--- config.mk ---
export PLATFORM = sky130hd
export DESIGN_NAME = median_3x3_flat
export DESIGN_NICKNAME = d
export VERILOG_FILES = /design/src/rtl/median_3x3_if.sv /design/src/rtl/median_3x3.sv /design/src/flat_wrapper.sv
export SDC_FILE = /design/constraint.sdc
export NUM_CORES = 1
export LEC_CHECK = 0
export CAP_MARGIN = 20
export CORE_MARGIN = 2
export CORE_UTILIZATION = 40
export DETAILED_ROUTE_END_ITERATION = 10
export GPL_ROUTABILITY_DRIVEN = 0
export PLACE_DENSITY = 0.57
export SLEW_MARGIN = 10
export SYNTH_ARGS = -nofsm -noshare
export SYNTH_HDL_FRONTEND = slang
export SYNTH_SLANG_ARGS = --single-unit
--- constraint.sdc ---
create_clock -name clk -period 13.6 [get_ports clk]
set_input_delay 2.04 -clock clk [delete_from_list [all_inputs] [get_ports clk]]
set_output_delay 2.04 -clock clk [all_outputs]
set_load 0.005 [all_outputs]
--- src/rtl/median_3x3_if.sv ---
`default_nettype none
// ============================================================================
// Module      : median_3x3_if
// Description : Window/result bundle for the 3x3 median filter.
//               master : window producer (drives valid_in, p00..p22;
//                        observes median_out, valid_out)
//               slave  : filter core (the reverse directions)
//               With MEDIAN_MINMAX_EN defined the bundle also carries
//               min_out / max_out of the same window.
// Revision    : 1.0 - initial release
// ============================================================================
interface median_3x3_if #(
   parameter int WIDTH = 8
);
   logic             valid_in;
   logic [WIDTH-1:0] p00, p01, p02;
   logic [WIDTH-1:0] p10, p11, p12;
   logic [WIDTH-1:0] p20, p21, p22;
   logic [WIDTH-1:0] median_out;
   logic             valid_out;
`ifdef MEDIAN_MINMAX_EN
   logic [WIDTH-1:0] min_out;
   logic [WIDTH-1:0] max_out;
`endif

   modport master (
      output valid_in,
      output p00, p01, p02, p10, p11, p12, p20, p21, p22,
      input  median_out,
`ifdef MEDIAN_MINMAX_EN
      input  min_out,
      input  max_out,
`endif
      input  valid_out
   );

   modport slave (
      input  valid_in,
      input  p00, p01, p02, p10, p11, p12, p20, p21, p22,
      output median_out,
`ifdef MEDIAN_MINMAX_EN
      output min_out,
      output max_out,
`endif
      output valid_out
   );
endinterface
`default_nettype wire

--- src/rtl/median_3x3.sv ---
`default_nettype none
// ============================================================================
// Module      : median_3x3
// Description : Three-stage pipelined 3x3 median filter, one window per clock.
//               Stage 1 sorts each row, stage 2 reduces to A = max(row lo),
//               B = med(row mid), C = min(row hi), stage 3 outputs
//               median(A, B, C). Latency is 3 clocks, no backpressure.
// Ports       : clk  - rising-edge clock
//               rst  - synchronous active-high reset (clears whole pipeline)
//               bus  - median_3x3_if.slave: valid_in, p00..p22 in;
//                      median_out, valid_out (and min_out/max_out) out
// Options     : MEDIAN_MINMAX_EN - also output window min and max, aligned
//               with median_out.
// Revision    : 1.0 - initial release
// ============================================================================
module median_3x3 #(
   parameter int WIDTH = 8
) (
   input  wire logic       clk,
   input  wire logic       rst,
   median_3x3_if.slave     bus
);

   function automatic logic [WIDTH-1:0] f_min(input logic [WIDTH-1:0] a,
                                              input logic [WIDTH-1:0] b);
      return (a < b) ? a : b;
   endfunction

   function automatic logic [WIDTH-1:0] f_max(input logic [WIDTH-1:0] a,
                                              input logic [WIDTH-1:0] b);
      return (a < b) ? b : a;
   endfunction

   function automatic logic [WIDTH-1:0] f_med3(input logic [WIDTH-1:0] a,
                                               input logic [WIDTH-1:0] b,
                                               input logic [WIDTH-1:0] c);
      return f_max(f_min(a, b), f_min(f_max(a, b), c));
   endfunction

   // ------------------------------------------------------------------
   // Window as a row/column array
   // ------------------------------------------------------------------
   logic [WIDTH-1:0] w_pix [3][3];

   assign w_pix[0][0] = bus.p00;
   assign w_pix[0][1] = bus.p01;
   assign w_pix[0][2] = bus.p02;
   assign w_pix[1][0] = bus.p10;
   assign w_pix[1][1] = bus.p11;
   assign w_pix[1][2] = bus.p12;
   assign w_pix[2][0] = bus.p20;
   assign w_pix[2][1] = bus.p21;
   assign w_pix[2][2] = bus.p22;

   // ------------------------------------------------------------------
   // Stage 1: per-row 3-comparator sort network
   //   compare-swap (0,1), then (1,2), then (0,1) again
   // ------------------------------------------------------------------
   logic [WIDTH-1:0] w_lo  [3];
   logic [WIDTH-1:0] w_mid [3];
   logic [WIDTH-1:0] w_hi  [3];

   always_comb begin
      logic [WIDTH-1:0] t_a, t_b, t_c;
      for (int r = 0; r < 3; r++) begin
         t_a = f_min(w_pix[r][0], w_pix[r][1]);
         t_b = f_max(w_pix[r][0], w_pix[r][1]);
         t_c = f_max(t_b, w_pix[r][2]);
         t_b = f_min(t_b, w_pix[r][2]);
         w_lo[r]  = f_min(t_a, t_b);
         w_mid[r] = f_max(t_a, t_b);
         w_hi[r]  = t_c;
      end
   end

   logic [WIDTH-1:0] r_lo  [3];
   logic [WIDTH-1:0] r_mid [3];
   logic [WIDTH-1:0] r_hi  [3];
   logic [2:0]       r_vld;

   always_ff @(posedge clk) begin
      if (rst) begin
         for (int r = 0; r < 3; r++) begin
            r_lo[r]  <= '0;
            r_mid[r] <= '0;
            r_hi[r]  <= '0;
         end
         r_vld <= '0;
      end else begin
         for (int r = 0; r < 3; r++) begin
            r_lo[r]  <= w_lo[r];
            r_mid[r] <= w_mid[r];
            r_hi[r]  <= w_hi[r];
         end
         r_vld <= {r_vld[1:0], bus.valid_in};
      end
   end

   // ------------------------------------------------------------------
   // Stage 2: after row sorting the median must lie between the largest
   // row minimum and the smallest row maximum; the three candidates are
   // A, B and C, and the median of the window is their median.
   // ------------------------------------------------------------------
   logic [WIDTH-1:0] r_a, r_b, r_c;

   always_ff @(posedge clk) begin
      if (rst) begin
         r_a <= '0;
         r_b <= '0;
         r_c <= '0;
      end else begin
         r_a <= f_max(f_max(r_lo[0], r_lo[1]), r_lo[2]);
         r_b <= f_med3(r_mid[0], r_mid[1], r_mid[2]);
         r_c <= f_min(f_min(r_hi[0], r_hi[1]), r_hi[2]);
      end
   end

   // ------------------------------------------------------------------
   // Stage 3: final median
   // ------------------------------------------------------------------
   logic [WIDTH-1:0] r_med;

   always_ff @(posedge clk) begin
      if (rst) begin
         r_med <= '0;
      end else begin
         r_med <= f_med3(r_a, r_b, r_c);
      end
   end

   assign bus.median_out = r_med;
   assign bus.valid_out  = r_vld[2];

`ifdef MEDIAN_MINMAX_EN
   // Window extremes: overall min is the smallest row minimum, overall max
   // the largest row maximum. Extra register keeps them aligned with r_med.
   logic [WIDTH-1:0] r_mn2, r_mx2;
   logic [WIDTH-1:0] r_mn3, r_mx3;

   always_ff @(posedge clk) begin
      if (rst) begin
         r_mn2 <= '0;
         r_mx2 <= '0;
         r_mn3 <= '0;
         r_mx3 <= '0;
      end else begin
         r_mn2 <= f_min(f_min(r_lo[0], r_lo[1]), r_lo[2]);
         r_mx2 <= f_max(f_max(r_hi[0], r_hi[1]), r_hi[2]);
         r_mn3 <= r_mn2;
         r_mx3 <= r_mx2;
      end
   end

   assign bus.min_out = r_mn3;
   assign bus.max_out = r_mx3;
`endif

endmodule
`default_nettype wire

--- src/flat_wrapper.sv ---
// flat-port wrapper written by rule: the top's interface ports become plain ports
module median_3x3_flat 
#(
   parameter int WIDTH = 8
)
  (clk, rst, bus_valid_in, bus_p00, bus_p01, bus_p02, bus_p10, bus_p11, bus_p12, bus_p20, bus_p21, bus_p22, bus_median_out, bus_valid_out);
  median_3x3_if #(.WIDTH(WIDTH)) bus_i ();
  input  wire logic clk;
  input  wire logic rst;
  input wire logic [$bits(bus_i.valid_in)-1:0] bus_valid_in;
  input wire logic [$bits(bus_i.p00)-1:0] bus_p00;
  input wire logic [$bits(bus_i.p01)-1:0] bus_p01;
  input wire logic [$bits(bus_i.p02)-1:0] bus_p02;
  input wire logic [$bits(bus_i.p10)-1:0] bus_p10;
  input wire logic [$bits(bus_i.p11)-1:0] bus_p11;
  input wire logic [$bits(bus_i.p12)-1:0] bus_p12;
  input wire logic [$bits(bus_i.p20)-1:0] bus_p20;
  input wire logic [$bits(bus_i.p21)-1:0] bus_p21;
  input wire logic [$bits(bus_i.p22)-1:0] bus_p22;
  output wire logic [$bits(bus_i.median_out)-1:0] bus_median_out;
  output wire logic [$bits(bus_i.valid_out)-1:0] bus_valid_out;
  assign bus_i.valid_in = bus_valid_in;
  assign bus_i.p00 = bus_p00;
  assign bus_i.p01 = bus_p01;
  assign bus_i.p02 = bus_p02;
  assign bus_i.p10 = bus_p10;
  assign bus_i.p11 = bus_p11;
  assign bus_i.p12 = bus_p12;
  assign bus_i.p20 = bus_p20;
  assign bus_i.p21 = bus_p21;
  assign bus_i.p22 = bus_p22;
  assign bus_median_out = bus_i.median_out;
  assign bus_valid_out = bus_i.valid_out;
  median_3x3 #(.WIDTH(WIDTH)) u_core (.clk(clk), .rst(rst), .bus(bus_i));
endmodule
After elaboration in Yosys (flattened, before gate mapping)
Memories as Yosys holds them, arrays and structs flattened. Cells that the tools add are included. W data, S select, Z words.

Equality and inequality tests: 0. Reduce and logical (&&, ||, !) cells: 0. $lt $le $gt $ge: 19. Bitwise gates (word level): 9. Multipliers: 0. Shifts and indexed selects: 0. Mux-type cells: 42. Div/mod/pow operators: 0. Add/subtract/negate cells: 0.

Operators with widths (count): $mux W8 (39); $lt A8 B8 Y1 (19); $or A1 B1 Y1 (9); $mux W1 (3).

RAM bits: 72. Memories: 3. Bits in latches: 0. Input bits: 75. ROM bits: 0. Output and inout bits: 9. Bits in registers: 35. Word-level logic and storage cells: 78.

Memories: u_core.r_hi (depth 3, bits a word 8, read ports 3, clocked after memory_dff 0, write ports 3, RTL line median_3x3.sv:78) `logic [WIDTH-1:0] r_hi [3];`; u_core.r_lo (depth 3, bits a word 8, read ports 3, clocked after memory_dff 0, write ports 3, RTL line median_3x3.sv:76) `logic [WIDTH-1:0] r_lo [3];`; u_core.r_mid (depth 3, bits a word 8, read ports 3, clocked after memory_dff 0, write ports 3, RTL line median_3x3.sv:77) `logic [WIDTH-1:0] r_mid [3];`.

Longest topological paths before layout
Depth in word-level cells: 7. Mapped depth: 26. Mapped depth without buffers: 23.

Worst setup path before layout
OpenSTA, ideal clock, no wires.

Path type: input port to flip-flop. Start point: in bus_p21[7]. End point: mem u_core.r_mid[2][1], in the netlist u_core.r_mid[0][17]. Required time: 13467 ps. Library setup time: 133 ps. Path buffers: 4. Stages on the path: 23. Slack: 6056 ps. Arrival time: 7411 ps. Cells stage by stage: inv_1 -> ha_1 -> a21oi_1 -> o21ai_0 -> a21oi_1 -> clkbuf_1 -> mux2_2 -> ha_1 -> a21oi_1 -> o21ai_0 -> nor2_1 -> nor4bb_1 -> nor3_2 -> buf_2 -> mux2i_1 -> ha_1 -> a21oi_1 -> o21ai_0 -> a2111oi_0 -> a41o_1 -> clkbuf_1 -> clkbuf_1 -> o22ai_1.

RTL lines: start, declared (RTL line flat_wrapper.sv:18) `input wire logic [$bits(bus_i.p21)-1:0] bus_p21;`; end, declared (RTL line median_3x3.sv:77).

==> impl.org <==
** Floorplan
- The initial utilization of the core area, before any placement, comes to 0.411.
- The floorplan step set the die height to about 150 µm.
- Count of standard-cell rows :: 54
- The floorplan step set the die width to 154 µm.
- Overall die area :: 23,800 µm²
- Placeable core region :: approximately 22,000 µm²
- During I/O placement, the number of pins put on the boundary was 84.

** Cells and area
- The repair_antennas step left the layout with diodes totalling 0.
- Summing all multi-input logic gate instances after layout gives 6170 µm².
- Area added between synthesis and finish :: 15.7%
- Across the whole layout, storage elements account for between 2000 and 2500 µm².
- Fraction of final layout cells with drive strength greater than 1 :: 0.0935
- FILL cells :: 2,142
- Layout net count :: 1,347

** Synthesis
- Most used flip-flop cell after synthesis :: sky130_fd_sc_hd__dfxtp_1
- Yosys attributes the largest share of cell area to sky130_fd_sc_hd__dfxtp_1 (24%), sky130_fd_sc_hd__ha_1 (18%), sky130_fd_sc_hd__mux2i_1 (8.8%).
- Net count after synthesis :: 1,285
- During synthesis, Yosys emitted a total of 0 warnings.
- In this run, distinct cell masters in the synthesized netlist total 64.
- Avg Synthesized Cell Area :: 8.37 µm²
- Cell area after technology mapping :: ~9000 µm²
- Post-synth top area share :: 0.238
- Syn Inst Count :: 1,077
- Post-synth EDFFs :: 0
- For this run, asynchronously set or reset flops after synthesis account for 0.
- Counting flops and latches in the post-synthesis netlist gives approximately 110.
- Cell taking the most area after synthesis :: sky130_fd_sc_hd__dfxtp_1
- Sequential share of the synthesized area :: 0.238

** Status
- The run finished with clean final reports.

** Timing
- Setup repair after global routing left no endpoint under its margin.
- Number of endpoints with negative hold slack in the final report :: 0
- Max frequency :: 112 MHz
- Worst Clk Skew :: around 0.01 ns
- For the finished layout, the period the worst path requires is 8.92 ns.
- At the pin with the least slew margin, the transition time is 0.965 ns.
- Setup TNS :: 0 ns
- Setup violations remaining at the end of the flow were counted as 0.
- Measured against its own limit, the worst slew margin works out to 0.340.
- Of the available clock period, the critical path in the final layout requires 0.656.
- The final count of pins violating max slew came to 0.
- On the final layout, the worst hold slack is 0.447 ns.

** Worst setup path
- Along the worst path, the maximum fanout reaches 16.
- Data arrives at the worst endpoint at 9.14 ns.
- In this design, the stage delay of the slowest critical-path cell is 0.89 ns.
- The number of buffers and inverters on the critical path is 2.
- Critical-path top delay cell :: sky130_fd_sc_hd__a311oi_4
- Kind of cell adding the most delay to the critical path :: compound AO/OA/AOI/OAI gates
- Startpoint type of the worst setup path :: primary input
- Worst setup path class :: primary input to register
- Most repeated library cell on the critical path :: sky130_fd_sc_hd__ha_1
- STA classifies the critical path endpoint as a register.
- STA puts the critical path data required time at approximately 14 ns.
- The signal on the critical path passes through clkdlybuf4s50_1 > inv_1 > ha_1 > a2111o_1 > a311oi_4 > mux2_2 > ha_1 > a211oi_1 > a221oi_1 > a2111oi_0 > a41oi_4 > mux2i_1 > ha_1 > a2111oi_0 > o21ai_0 > a21oi_1 > nand2_1 > o211ai_1 > o2bb2ai_1.

** Detailed routing
- In the routed design, unresolved DRC markers number 0.
- First-pass detailed-route iteration total :: 5
- Per-cell via count in the routed design :: 5.35
- After detailed routing, the average wire length per cell comes to 16.3 µm.
- Starting DRT DRC Count :: approximately 320
- Final ANT Viol Nets :: 0
- Number of vias in the routed layout :: 7,612
- After detailed routing, the total wire length is 23,200 µm.

** GRT
- Overall routing resource usage :: 0.201
- Global route overflow :: 0
- Antenna violations before repair :: 1
- The first global-routing pass estimated 38,000 µm of wire.
- Maximum number of pins on one net before global-route repair :: 66
- Vias in the first global route :: 7,440

** Pwr
- Worst-case vdd ir drop :: 0.000126 V
- Post-layout total power :: 2.26 mW
- In this run the static leakage power is 4.87 nW.
- For this design the ratio of total power to cell area is 217 nW/µm².

** Clock network
- CTS H-tree lvls :: 3
- Gates resized, CTS repair :: 0
- The clock reaches the later pin of the worst-skew pair after 0.36 ns.
- After clock tree synthesis, the setup repair step added 0 buffers.
- Count of hold-fix buffers inserted at cts :: 0
- Clock slew at reported path FFs :: 0.07 ns
- TritonCTS created 9 clock buffers.
- Number of sinks driven by the clock tree :: 107
- Buffer depth of the longest clock path :: 2
- TritonCTS built the clock tree.
- Cell at the root of the clock tree :: sky130_fd_sc_hd__clkbuf_16

** Run
- Max-cap violations in this run came to 0.

** Hold path
- Worst hold-check path type :: register to register

** Placement
- Count of input and output buffers :: just over 80
- Dpl hpwl :: 18,900 µm
[area by class of cell]
| type | instances | share of cell area |
|---|---|---|
| Sequential cell | 107 | 0.205 |
| Timing Repair Buffer | 91 | 0.0849 |
| Inverter | 143 | 0.0515 |
| Tap cell | 280 | 0.0336 |
| Clock inverter | 4 | 0.00935 |
| Multi-Input combinational cell | 787 | 0.592 |
| Clock buffer | 12 | 0.0236 |
[state kept, by name, indices dropped and copies added (netlist names)]
signal                 cells
u_core.bus.median_out      8
u_core.r_a                 8
u_core.r_b                 8
u_core.r_c                 8
u_core.r_hi               24
u_core.r_lo               24
u_core.r_mid              24
u_core.r_vld               3
[cell usage after synthesis (all sizes together) (8+ instances only)]
master,number
inv,143
ha,133
dfxtp,107
mux2i,79
nand2,76
nor2,61
o21ai,59
a21oi,56
mux2,50
clkbuf,30
a211oi,25
a21o,22
o21a,19
a211o,14
o211ai,14
a31o,13
nand2b,13
or2,13
and2,11
and3,11
buf,10
nor3,9
nand3,8
nor4,8
o22ai,8
[metal layers]
metal	track usage	share of wire	vias to the layer above
met5	0	0	-
met4	0.0592	0.019	0
met3	0.0225	0.027	26
met2	0.336	0.46	110
met1	0.272	0.50	3471
li1	-	-	4005
[cells in the final DEF (no fill, tap or decap), types with 13 or more instances in the layout]
cell type	count
sky130_fd_sc_hd__inv_1	143
sky130_fd_sc_hd__dfxtp_1	107
sky130_fd_sc_hd__a31o_2	13
sky130_fd_sc_hd__o21ai_0	57
sky130_fd_sc_hd__nand2_1	76
sky130_fd_sc_hd__o211ai_1	14
sky130_fd_sc_hd__clkdlybuf4s50_1	82
sky130_fd_sc_hd__or2_2	13
sky130_fd_sc_hd__a21o_1	22
sky130_fd_sc_hd__a211o_1	14
sky130_fd_sc_hd__nand2b_1	13
sky130_fd_sc_hd__mux2i_1	79
sky130_fd_sc_hd__nor2_1	61
sky130_fd_sc_hd__o21a_1	19
sky130_fd_sc_hd__a211oi_1	24
sky130_fd_sc_hd__ha_1	133
sky130_fd_sc_hd__mux2_2	50
sky130_fd_sc_hd__a21oi_1	56
[worst paths after layout]
path	start	end	slack [ns]	cells after the start
worst min register to register	u_core.r_vld[0]$_SDFF_PP0_	u_core.r_vld[1]$_SDFF_PP0_	0.45	1
worst max-delay path	bus_p11[1]	u_core.r_lo[0][9]$_SDFF_PP0_	4.68	19
worst min-delay path	u_core.r_vld[0]$_SDFF_PP0_	u_core.r_vld[1]$_SDFF_PP0_	0.45	1
worst max register to register	u_core.r_b[7]$_SDFF_PP0_	u_core.bus.median_out[1]$_SDFF_PP0_	7.87	23
[report_power, final]
| group | internal (mW) | switching, mW | leakage (nW) | total [mW] |
|---|---|---|---|---|
| registers | 0.404 | 0.0577 | 0.888 | 0.461 |
| clock network | 0.185 | 0.116 | 0.163 | 0.301 |
| logic | 0.632 | 0.870 | 3.81 | 1.50 |
| total | 1.22 | 1.04 | 4.87 | 2.26 |
[kinds of logic after synthesis]
logic type	share of synthesized area
compound gates	0.222
simple gates	0.128
buf+inv	0.0777
fa+ha+maj	0.185
mux	0.150
flops	0.238
[metrics by stage]
| step | area (µm²) | cells | setup WS, ns | util |
|---|---|---|---|---|
| floorplan | 9020 | 1077 | 6.06 | - |
| CTS | 10400 | 1424 | 4.77 | 0.475 |
| detailed placement | 10100 | 1408 | 4.41 | 0.459 |
| global placement | 10100 | 1408 | 4.53 | 0.459 |
| global route | 10400 | 1424 | 4.08 | 0.475 |
| finish | 10400 | 1424 | 4.68 | 0.475 |
Power figures use the tool's default switching activity.
